### src/rtl/btn_conditioner.sv
// btn_conditioner: synchronizes and debounces the start/pause buttons and generates the prescaled count pulse
module btn_conditioner #(
    parameter int DEBOUNCE_CYCLES = 16,
    parameter int PRESCALE        = 100
) (
    input  logic clk,
    input  logic rst,
    input  logic start_btn,
    input  logic pause_btn,
    input  logic tick_en,
    output logic start,
    output logic pause,
    output logic pulse
);
    typedef enum logic [1:0] {S_LOW, W_HIGH, S_HIGH, W_LOW} db_state_t;

    localparam logic [7:0]  DB_MAX = 8'(DEBOUNCE_CYCLES);
    localparam logic [15:0] P_LAST = 16'(PRESCALE - 1);

    // Channel 0 is start, channel 1 is pause.
    logic [1:0] s1_q, s2_q;
    db_state_t  state_q [2];
    logic [7:0] cnt_q [2];
    logic [1:0] rise_q, level_q;
    logic [15:0] pcnt_q, pcnt_d;
    logic        pulse_q, pulse_d;

    // Two-flop synchronizers for both raw buttons
    always_ff @(posedge clk) begin
        if (!rst) begin
            s1_q <= '0;
            s2_q <= '0;
        end else begin
            s1_q <= {pause_btn, start_btn};
            s2_q <= s1_q;
        end
    end

    // Per-channel debounce FSM; rise_q strobes on acceptance of a press, level_q tracks the accepted level
    always_ff @(posedge clk) begin
        if (!rst) begin
            for (int i = 0; i < 2; i++) begin
                state_q[i] <= S_LOW;
                cnt_q[i]   <= '0;
            end
            rise_q  <= '0;
            level_q <= '0;
        end else begin
            for (int i = 0; i < 2; i++) begin
                rise_q[i] <= 1'b0;
                case (state_q[i])
                    S_LOW: begin
                        if (s2_q[i]) begin
                            state_q[i] <= W_HIGH;
                            cnt_q[i]   <= 8'd1;
                        end
                    end
                    W_HIGH: begin
                        if (!s2_q[i]) begin
                            state_q[i] <= S_LOW;
                        end else if (cnt_q[i] == DB_MAX) begin
                            state_q[i] <= S_HIGH;
                            rise_q[i]  <= 1'b1;
                            level_q[i] <= 1'b1;
                        end else begin
                            cnt_q[i] <= cnt_q[i] + 8'd1;
                        end
                    end
                    S_HIGH: begin
                        if (!s2_q[i]) begin
                            state_q[i] <= W_LOW;
                            cnt_q[i]   <= 8'd1;
                        end
                    end
                    W_LOW: begin
                        if (s2_q[i]) begin
                            state_q[i] <= S_HIGH;
                        end else if (cnt_q[i] == DB_MAX) begin
                            state_q[i] <= S_LOW;
                            level_q[i] <= 1'b0;
                        end else begin
                            cnt_q[i] <= cnt_q[i] + 8'd1;
                        end
                    end
                endcase
            end
        end
    end

    // Prescaler next state: tick and wrap at PRESCALE-1, hold at zero while disabled so re-enable restarts the period
    always_comb begin
        pcnt_d  = (tick_en && pcnt_q != P_LAST) ? pcnt_q + 16'd1 : '0;
        pulse_d = tick_en && pcnt_q == P_LAST;
    end

    // Prescaler registers
    always_ff @(posedge clk) begin
        if (!rst) begin
            pcnt_q  <= '0;
            pulse_q <= 1'b0;
        end else begin
            pcnt_q  <= pcnt_d;
            pulse_q <= pulse_d;
        end
    end

    assign start = rise_q[0];
    assign pause = level_q[1];
    assign pulse = pulse_q;
endmodule

### config.mk
export PLATFORM = sky130hd
export DESIGN_NAME = btn_conditioner
export DESIGN_NICKNAME = d
export VERILOG_FILES = /design/src/rtl/btn_conditioner.sv
export SDC_FILE = /design/constraint.sdc
export NUM_CORES = 1
export LEC_CHECK = 0
export CAP_MARGIN = 25
export CORE_MARGIN = 1.5
export CORE_UTILIZATION = 64
export DETAILED_ROUTE_END_ITERATION = 12
export GPL_ROUTABILITY_DRIVEN = 0
export PLACE_DENSITY_LB_ADDON = 0.08
export SYNTH_ARGS = -nofsm -noshare
export SYNTH_HDL_FRONTEND = slang
export SYNTH_SLANG_ARGS = --single-unit
### constraint.sdc
create_clock -name clk -period 4.1 [get_ports clk]
set_input_delay 0.41 -clock clk [delete_from_list [all_inputs] [get_ports clk]]
set_output_delay 0.41 -clock clk [all_outputs]
set_load 0.1 [all_outputs]
==> summary.md, run 1 <==
| Metric | Value |
|---|---|
| Hold Path End | s2_q[1] |
| Share of cells above drive strength 1 | 4.237% |
| DRC | 0 |
| Finished Core Util | 74.84% |
| VDD IR-drop max | 0.2758 mV |
| Buf/Inv on CP | 1 |
| Clk sink count | 43 |
| Initial DRC Count | 118 |
| TritonCTS Buffers | 5 |
| Antenna violations before repair | 0 |
| Synthesis-stage register bit count | 43 |
| Mapped Area | 0.002132 sq mm |
| First-pass GRT wire length | 6534 microns |
| Grt ovf | 0 |
| Finished Cell Area | 0.002322 sq mm |
| CP Max Fanout | 3 |
| Total chip power | 1.146 mW |
| Total core area | 0.003103 sq mm |
| Met2 WL post-DR | 1861 microns |
| Count of different cell masters after synthesis | 36 |
| Hold_sp | s1_q[1] |
| Uppermost routed layer | met4 |
| P&R area growth vs syn | 8.920% |
| Rows | 20 |
| Worst Setup End Kind | primary output |
| Reg2Reg Capture Point | state_q[1][0] |
| Die W | 60.72 microns |
| Worst slew pin tran | 967.7 ps |
| Post_cts resized | 0 |
| Die ar. | 0.003686 sq mm |
| WS Path Type | flip-flop to primary output |
| Final wirelength | 3834 microns |
| Worst r2r src | cnt_q[1][0] |
| Avg WL per Cell | 13.69 microns |
| Crit-path slowest cell | clkdlybuf4s50_1 |
| Vias | 1,571 |
| Final Cycle Share | 55.55% |
| Setup violators final | 0 |
| FMAX | 439.1 MHz |
| TritonRoute pass-1 iters | 4 |
| Root buffer cell | clkbuf_4 |
| Vias in the first global route | 1,513 |
| Mapped Cells | 224 |
| Die Ht | 60.72 microns |
| Critical Path AT | 1870 ps |
| Sequential fraction of the synthesis area | 49.77% |
| Worst skew pair latency | 360 ps |
| # port buffers | 7 |
| Hold Path Depth | 1 |
| Pwr Density | 493.7 mW/mm^2 |
| Post-DRT Antenna Nets | 0 |
| R2R cell count | 6 |
| Ys Warns | 0 |
| Hold Path Class | flip-flop to flip-flop |
| Slew headroom | 35.29% |
| Initial Utilization | 68.71% |
| Setup TNS | 0 ps |
| Mean post-synth cell area | 9.518 sq um |
| GRT Overall Usage | 23.92% |
| # IOs | 8 |
| Status | finished, final reports clean |
| TritonCTS clock tree | yes |
| Detailed placement HPWL | 2734 microns |
| Placed inst area | 0.002246 sq mm |
| Unrepaired setup endpoints after global routing | no |
| Final min period | 2277 ps |
| Vias per cell | 5.611 |
| Reg clk slew, reported paths | 140 ps |
| Final Hold Fails | 0 |
| Diode count | 0 |
| Worst Path Required | 3690 ps |
| Clk buf depth | 2 |
| Cell Chain, Critical Path | clkdlybuf4s50_1 |
| Crit start category | flip-flop |
| Mapped Nets | 234 |
| CTS H-Tree Depth | 2 |
| Largest net degree at the start of global routing | 17 |
| Top cell family by delay on the critical path | buffers and inverters |
| FILL cells | 242 |
| Max-slew violations | 0 |
| FF-to-FF setup slack | 1830 ps |
| Max-cap viol count | 0 |
| Fin nets | 245 |
| P_leak | 0.7873 nW |
| Clk_skew | 20.71 ps |
| WL met1 | 1796 microns |
| CTS Hold Bufs | 0 |
| Slowest stage delay, CP | 1130 ps |
| Metal3 WL | 132 microns |
| Number of setup buffers added after CTS | 0 |
[logic make-up (layout without fill, tap and decap cells)]
| kind of cell | Yosys count | after routing | share of synthesized area (%) |
|---|---|---|---|
| adder cells (fa/ha/maj) | 5 | 5 | 2.934 |
| XOR/XNOR | 28 | 28 | 11.50 |
| buffers and inverters | 14 | 26 | 2.465 |
| AO/OA/AOI/OAI | 20 | 20 | 6.163 |
| AND/OR/NAND/NOR | 113 | 113 | 26.70 |
| flip-flops | 43 | 43 | 49.77 |
| multiplexers | 1 | 1 | 0.4695 |
[flip-flops by register name, indices dropped and copies added (netlist names)]
signal / cells
cnt_q: 16
level_q: 1
pcnt_q: 16
pulse: 1
rise_q: 1
s1_q: 2
s2_q: 2
state_q: 4
[cells in the mapped netlist, drive strengths merged]
library cell / n / share of area [%]
or4: 1 / 0.53
inv: 11 / 1.9
and2: 9 / 2.6
or3: 2 / 0.59
o211ai: 1 / 0.35
o221a: 1 / 0.53
nor4: 4 / 1.2
a311oi: 1 / 0.41
nand4: 5 / 1.5
a21boi: 1 / 0.35
xor2: 10 / 4.1
a221o: 1 / 0.47
nor3b: 1 / 0.35
o21ai: 6 / 1.4
ha: 5 / 2.9
nor3: 9 / 2.1
and3: 2 / 0.59
nor2b: 4 / 1.2
edfxtp: 20 / 28
nand2: 20 / 3.5
o21a: 1 / 0.35
o22a: 1 / 0.41
nand3: 16 / 4.3
dfxtp: 23 / 22
o32a: 1 / 0.47
nand2b: 1 / 0.29
and4: 1 / 0.41
nor2: 35 / 6.2
and4b: 1 / 0.47
mux2i: 1 / 0.47
xnor2: 18 / 7.4
nor4bb: 1 / 0.47
clkbuf: 3 / 0.53
nor4b: 1 / 0.41
a21oi: 6 / 1.4
[stage by stage]
| step | hold WS (ps) | std cells | worst slack, ps |
|---|---|---|---|
| finish | 460.9 | 280 | 1823 |
| global route | 484.8 | 280 | 1603 |
| CTS | 469.4 | 280 | 1808 |
| detailed placement | 431.0 | 272 | 1700 |
| global placement | 421.4 | 272 | 1810 |
| floorplan | 411.9 | 224 | 2237 |
[power breakdown]
group          switching [mW]  internal, mW  leakage (nW)
Clock                   0.133         0.126        0.0426
Combinational           0.150         0.112         0.342
Sequential             0.0842         0.542         0.402
[layout make-up]
cell class | count | area, sq um | area share (%)
clock inverters | 3 | 38.79 | 1.670
well taps | 44 | 55.05 | 2.371
inverters | 11 | 41.29 | 1.778
clock buffers | 5 | 37.54 | 1.616
repair buffers | 7 | 70.07 | 3.017
multi-input cells | 167 | 1018 | 43.86
flip-flops and latches | 43 | 1061 | 45.69
[placed cells by master, fill, tap and decap left out, types with 2 or more instances in the layout]
| cell | n |
|---|---|
| a21oi_1 | 6 |
| and2_1 | 9 |
| and3_1 | 2 |
| clkbuf_4 | 5 |
| clkdlybuf4s50_1 | 7 |
| dfxtp_1 | 23 |
| edfxtp_1 | 20 |
| ha_1 | 5 |
| inv_1 | 11 |
| nand2_1 | 20 |
| nand3_1 | 15 |
| nand4_1 | 5 |
| nor2_1 | 35 |
| nor2b_1 | 4 |
| nor3_1 | 9 |
| nor4_1 | 4 |
| o21ai_0 | 6 |
| or3_1 | 2 |
| xnor2_1 | 18 |
| xor2_1 | 10 |
[layer usage]
| metal | up-vias | track usage [%] |
|---|---|---|
| met5 | - | 0 |
| met4 | 0 | 8.696 |
| met3 | 4 | 7.036 |
| met2 | 30 | 38.86 |
| met1 | 743 | 30.42 |
| li1 | 794 | - |
[worst max path at each step]
| stage | cells past startpoint | to | from |
|---|---|---|---|
| floorplan | 6 | state_q[1][0] | cnt_q[1][0] |
| global placement | 5 | cnt_q[0][0] | rst |
| detailed placement | 5 | cnt_q[0][0] | rst |
| CTS | 1 | pause | level_q[1] |
| global route | 6 | state_q[1][0] | cnt_q[1][0] |
| finish | 1 | pause | level_q[1] |
Power figures use the tool's default switching activity.
==> run 2, diff against run 1 <==
--- a/config.mk
+++ b/config.mk
@@ -7,7 +7,7 @@
 export LEC_CHECK = 0
 export CAP_MARGIN = 25
 export CORE_MARGIN = 1.5
-export CORE_UTILIZATION = 64
+export CORE_UTILIZATION = 60
 export DETAILED_ROUTE_END_ITERATION = 12
 export GPL_ROUTABILITY_DRIVEN = 0
 export PLACE_DENSITY_LB_ADDON = 0.08
==> constraint.sdc (replaced) <==
create_clock -name clk -period 2.1 [get_ports clk]
set_input_delay 0.21 -clock clk [delete_from_list [all_inputs] [get_ports clk]]
set_output_delay 0.21 -clock clk [all_outputs]
set_load 0.1 [all_outputs]
==> summary.md, run 2 (synthesis gave the netlist of run 1 again) <==
| Metric | Value |
|---|---|
| Status | finished, final reports clean |
| Worst slew pin tran | 594.6 ps |
| Antenna violations before repair | 0 |
| Setup TNS | 0 ps |
| Final Hold Fails | 0 |
| TritonCTS clock tree | yes |
| # port buffers | 7 |
| Crit start category | flip-flop |
| Die ar. | 0.003920 sq mm |
| DRC | 0 |
| Reg clk slew, reported paths | 120 ps |
| CP endpoint | state_q[1][0] |
| Finished Core Util | 70.05% |
| Root buffer cell | clkbuf_4 |
| P_leak | 0.8148 nW |
| CTS H-Tree Depth | 2 |
| GRT Overall Usage | 20.94% |
| Largest net degree at the start of global routing | 17 |
| R2R cell count | 6 |
| Final min period | 1929 ps |
| Max-slew violations | 0 |
| Worst r2r src | cnt_q[1][0] |
| CP Max Fanout | 3 |
| Final wirelength | 3646 microns |
| Pre-CTS WS | 14.96 ps |
| Crit path from | cnt_q[1][0] |
| Most frequent cells in the layout | nor2_1 (35), dfxtp_1 (23), nand2_1 (20), edfxtp_1 (20), xnor2_1 (18) |
| Max-cap viol count | 0 |
| Dpl cells | 277 |
| Worst Setup End Kind | flip-flop |
| Die W | 62.61 microns |
| Initial DRC Count | 56 |
| Worst skew pair latency | 350 ps |
| VDD IR-drop max | 0.5125 mV |
| Initial Utilization | 63.39% |
| Fin cells | 285 |
| Total core area | 0.003363 sq mm |
| Critical Path AT | 1990 ps |
| Setup violators final | 0 |
| Avg WL per Cell | 12.79 microns |
| Rows | 21 |
| CTS Hold Bufs | 0 |
| Vias per cell | 5.502 |
| Worst Path Required | 2160 ps |
| Share of cells above drive strength 1 | 7.531% |
| Post-DRT Antenna Nets | 0 |
| Vias | 1,568 |
| Worst Slack Setup Final | 170.7 ps |
| # IOs | 8 |
| Slew headroom | 60.25% |
| Reg2Reg Capture Point | state_q[1][0] |
| Hold Path Class | input port to flip-flop |
| P&R area growth vs syn | 10.50% |
| Placed inst area | 0.002263 sq mm |
| Grt ovf | 0 |
| FF-to-FF setup slack | 170 ps |
| Top Registers | cnt_q (16), pcnt_q (16), state_q (4) |
| Vias in the first global route | 1,557 |
| FMAX | 518.3 MHz |
| WS Path Type | flip-flop to flip-flop |
| TritonRoute pass-1 iters | 6 |
| Pwr Density | 969.3 mW/mm^2 |
| Detailed placement HPWL | 2645 microns |
| Clk buf depth | 2 |
| Final Cycle Share | 91.87% |
| Clk_skew | 9.810 ps |
| Finished Cell Area | 0.002356 sq mm |
| Diode count | 0 |
| First-pass GRT wire length | 6520 microns |
| TritonCTS Buffers | 5 |
| Die Ht | 62.61 microns |
| Fin nets | 248 |
| Clk sink count | 43 |
| Commonest non-fill, non-tap cell in the layout | nor2_1 |
[run 2: worst min path at each step]
stage          cells past startpoint      start  slack (ps)       to
2_1_floorplan                      1  start_btn         340  s1_q[0]
3_3_place_gp                       1    s1_q[1]         420  s2_q[1]
3_5_place_dp                       1    s1_q[1]         420  s2_q[1]
4_1_cts                            2  pause_btn         410  s1_q[1]
5_1_grt                            2  pause_btn         410  s1_q[1]
6_report                           2  pause_btn         430  s1_q[1]
[run 2: final cells by class]
cell class	instances	area [sq um]
multi-input cells	167	1025
clock inverters	2	35.03
flip-flops and latches	43	1061
repair buffers	10	85.08
fillers	284	1007
clock buffers	6	51.30
inverters	11	41.29
well taps	46	57.56
[run 2: routing by layer]
layer	share of wire, %	global-route usage [%]	up-vias
li1	-	-	804
met1	43	23.51	729
met2	52	37.77	26
met3	3.3	5.586	9
met4	1.9	8.056	0
met5	0	0	-
[run 2: metrics by stage]
step                      power [mW]  hold slack, ps
after global placement         1.735           415.5
after detailed placement       1.759           424.5
after global routing           2.441           414.0
after CTS                      2.295           414.8
after floorplan                1.608           337.3
final                          2.284           432.3
[run 2: worst max-delay path: stages (launching register included)]
cell,delay (ps)
edfxtp_1,440
inv_1,100
ha_1,140
nor4bb_2,350
a21boi_0,200
and2_1,210
o21ai_1,200
[run 2: what timing repair did]
item	4_1_cts	5_1_grt
resized for setup	0	2
endpoints found under the setup margin	0	19
setup buffers	0	0
[run 2: power breakdown]
group          total, mW  switching [mW]  internal [mW]  leakage (nW)
Combinational      0.533           0.295          0.238         0.364
Clock              0.531           0.249          0.281        0.0482
Sequential          1.22           0.162           1.06         0.402
==> run 3, diff against run 2 <==
--- a/config.mk
+++ b/config.mk
@@ -11,6 +11,7 @@
 export DETAILED_ROUTE_END_ITERATION = 12
 export GPL_ROUTABILITY_DRIVEN = 0
 export PLACE_DENSITY_LB_ADDON = 0.08
+export RECOVER_POWER = 25
 export SYNTH_ARGS = -nofsm -noshare
 export SYNTH_HDL_FRONTEND = slang
 export SYNTH_SLANG_ARGS = --single-unit
==> summary.md, run 3 (synthesis gave the netlist of run 1 again) <==
| Metric | Value |
|---|---|
| Max-slew violations | 0 |
| P_leak | 0.8005 nW |
| Detailed placement HPWL | 2645 microns |
| # IOs | 8 |
| DRC | 0 |
| Pre-CTS WS | 14.96 ps |
| Diode count | 0 |
| Setup violators final | 0 |
| Comb pwr share | 23.3% |
| Vias | 1,573 |
| Clock Power Share | 23.3% |
| # port buffers | 7 |
| Seq pwr share | 53.4% |
| Post-DRT Antenna Nets | 0 |
| CTS Hold Bufs | 0 |
| Vias in the first global route | 1,557 |
| Switching power | 0.7077 mW |
| TritonRoute pass-1 iters | 6 |
| WS Path Type | flip-flop to flip-flop |
| Clk buf depth | 2 |
| Worst hold slack | 431.7 ps |
| Final Hold Fails | 0 |
| First-pass GRT wire length | 6520 microns |
| Switch share | 31.00% |
| Final wirelength | 3672 microns |
| CP Max Fanout | 3 |
| Worst skew pair latency | 350 ps |
| Avg WL per Cell | 12.88 microns |
| Clk_skew | 11.40 ps |
| Worst Slack Setup Final | 168.1 ps |
| Status | finished, final reports clean |
| Clk sink count | 43 |
| CTS H-Tree Depth | 2 |
| Grt ovf | 0 |
| Vias per cell | 5.519 |
| Final min period | 1932 ps |
| Register area | 0.001061 sq mm |
| TritonCTS Buffers | 5 |
| Critical Path AT | 1990 ps |
| Largest net degree at the start of global routing | 17 |
| Internal power | 1.575 mW |
| Area of the multi-input gates | 0.001025 sq mm |
| Max-cap viol count | 0 |
| Die Ht | 62.61 microns |
| Hold Path Class | input port to flip-flop |
| P&R area growth vs syn | 9.859% |
| Pwr Density | 974.6 mW/mm^2 |
| Reg clk slew, reported paths | 120 ps |
| Final Cycle Share | 91.99% |
| Top Registers | cnt_q (16), pcnt_q (16), state_q (4) |
| GRT Overall Usage | 20.94% |
| Initial DRC Count | 59 |
| Antenna violations before repair | 0 |
| VDD IR-drop max | 0.5162 mV |
| FILL cells | 288 |
| Root buffer cell | clkbuf_4 |
| Worst Path Required | 2160 ps |
| Die W | 62.61 microns |
| Slew headroom | 22.73% |
| Commonest non-fill, non-tap cell in the layout | nor2_1 |
| Total core area | 0.003363 sq mm |
| Most frequent cells in the layout | nor2_1 (35), dfxtp_1 (23), nand2_1 (20), edfxtp_1 (20), xnor2_1 (18) |
| Die ar. | 0.003920 sq mm |
| Crit start category | flip-flop |
| Worst slew pin tran | 1164 ps |
| Rows | 21 |
| Worst Setup End Kind | flip-flop |
| Initial Utilization | 63.39% |
| TritonCTS clock tree | yes |
| FMAX | 517.6 MHz |
| Share of cells above drive strength 1 | 6.276% |
| Fin nets | 248 |
## run 3: changes by cell type in the layout (fill, tap and decap cells not counted), sizes merged
cell           change
buf                -4
clkdlybuf4s50      -1
clkbuf             +4
dlygate4sd3        +1
## run 3: metrics by stage
step	std cells	utilization, %	area (sq um)	setup TNS [ps]	power [mW]
global placement	277	67.30	2263	0	1.735
CTS	285	69.87	2350	0	2.295
global route	285	69.64	2342	-7.364	2.438
finish	285	69.64	2342	0	2.283
detailed placement	277	67.30	2263	0	1.759
floorplan	224	-	2132	0	1.608
## run 3: repair_timing
action                                  in CTS  in global routing
endpoints found under the setup margin       0                 19
setup buffers                                0                  0
gates resized for setup                      0                  2
## run 3: power groups by stage
stage               registers [mW]  logic, mW  clock network [mW]
floorplan                     1.20      0.409                   0
global placement              1.23      0.510                   0
detailed placement            1.24      0.523                   0
CTS                           1.22      0.528               0.551
global route                  1.24      0.606               0.590
finish                        1.22      0.531               0.532
## run 3: critical path, stage by stage, from the launching register on
cell	delay, ps
edfxtp_1	440
inv_1	100
ha_1	140
nor4bb_2	350
a21boi_0	200
and2_1	210
o21ai_1	200
## run 3: cell type report
type | count | area share [%]
clock buffer | 6 | 2.190
clock inverter | 2 | 1.496
multi-input combinational | 167 | 43.75
tap | 46 | 2.457
timing repair buffer | 10 | 3.045
sequential | 43 | 45.30
inverter | 11 | 1.763
## run 3: path summary, 6_finish.rpt
path	startpoint	to	slack [ps]	depth (start not counted)
setup / recovery	cnt_q[1][0]	state_q[1][0]	170	6
hold / removal	pause_btn	s1_q[1]	430	2
setup reg to reg	cnt_q[1][0]	state_q[1][0]	170	6
hold reg to reg	s1_q[1]	s2_q[1]	450	1
## run 3: per-layer routing
metal	part of all wire [%]	track usage, %
met3	3.5	5.586
met1	44	23.51
met5	0	0
met2	51	37.77
met4	1.9	8.056
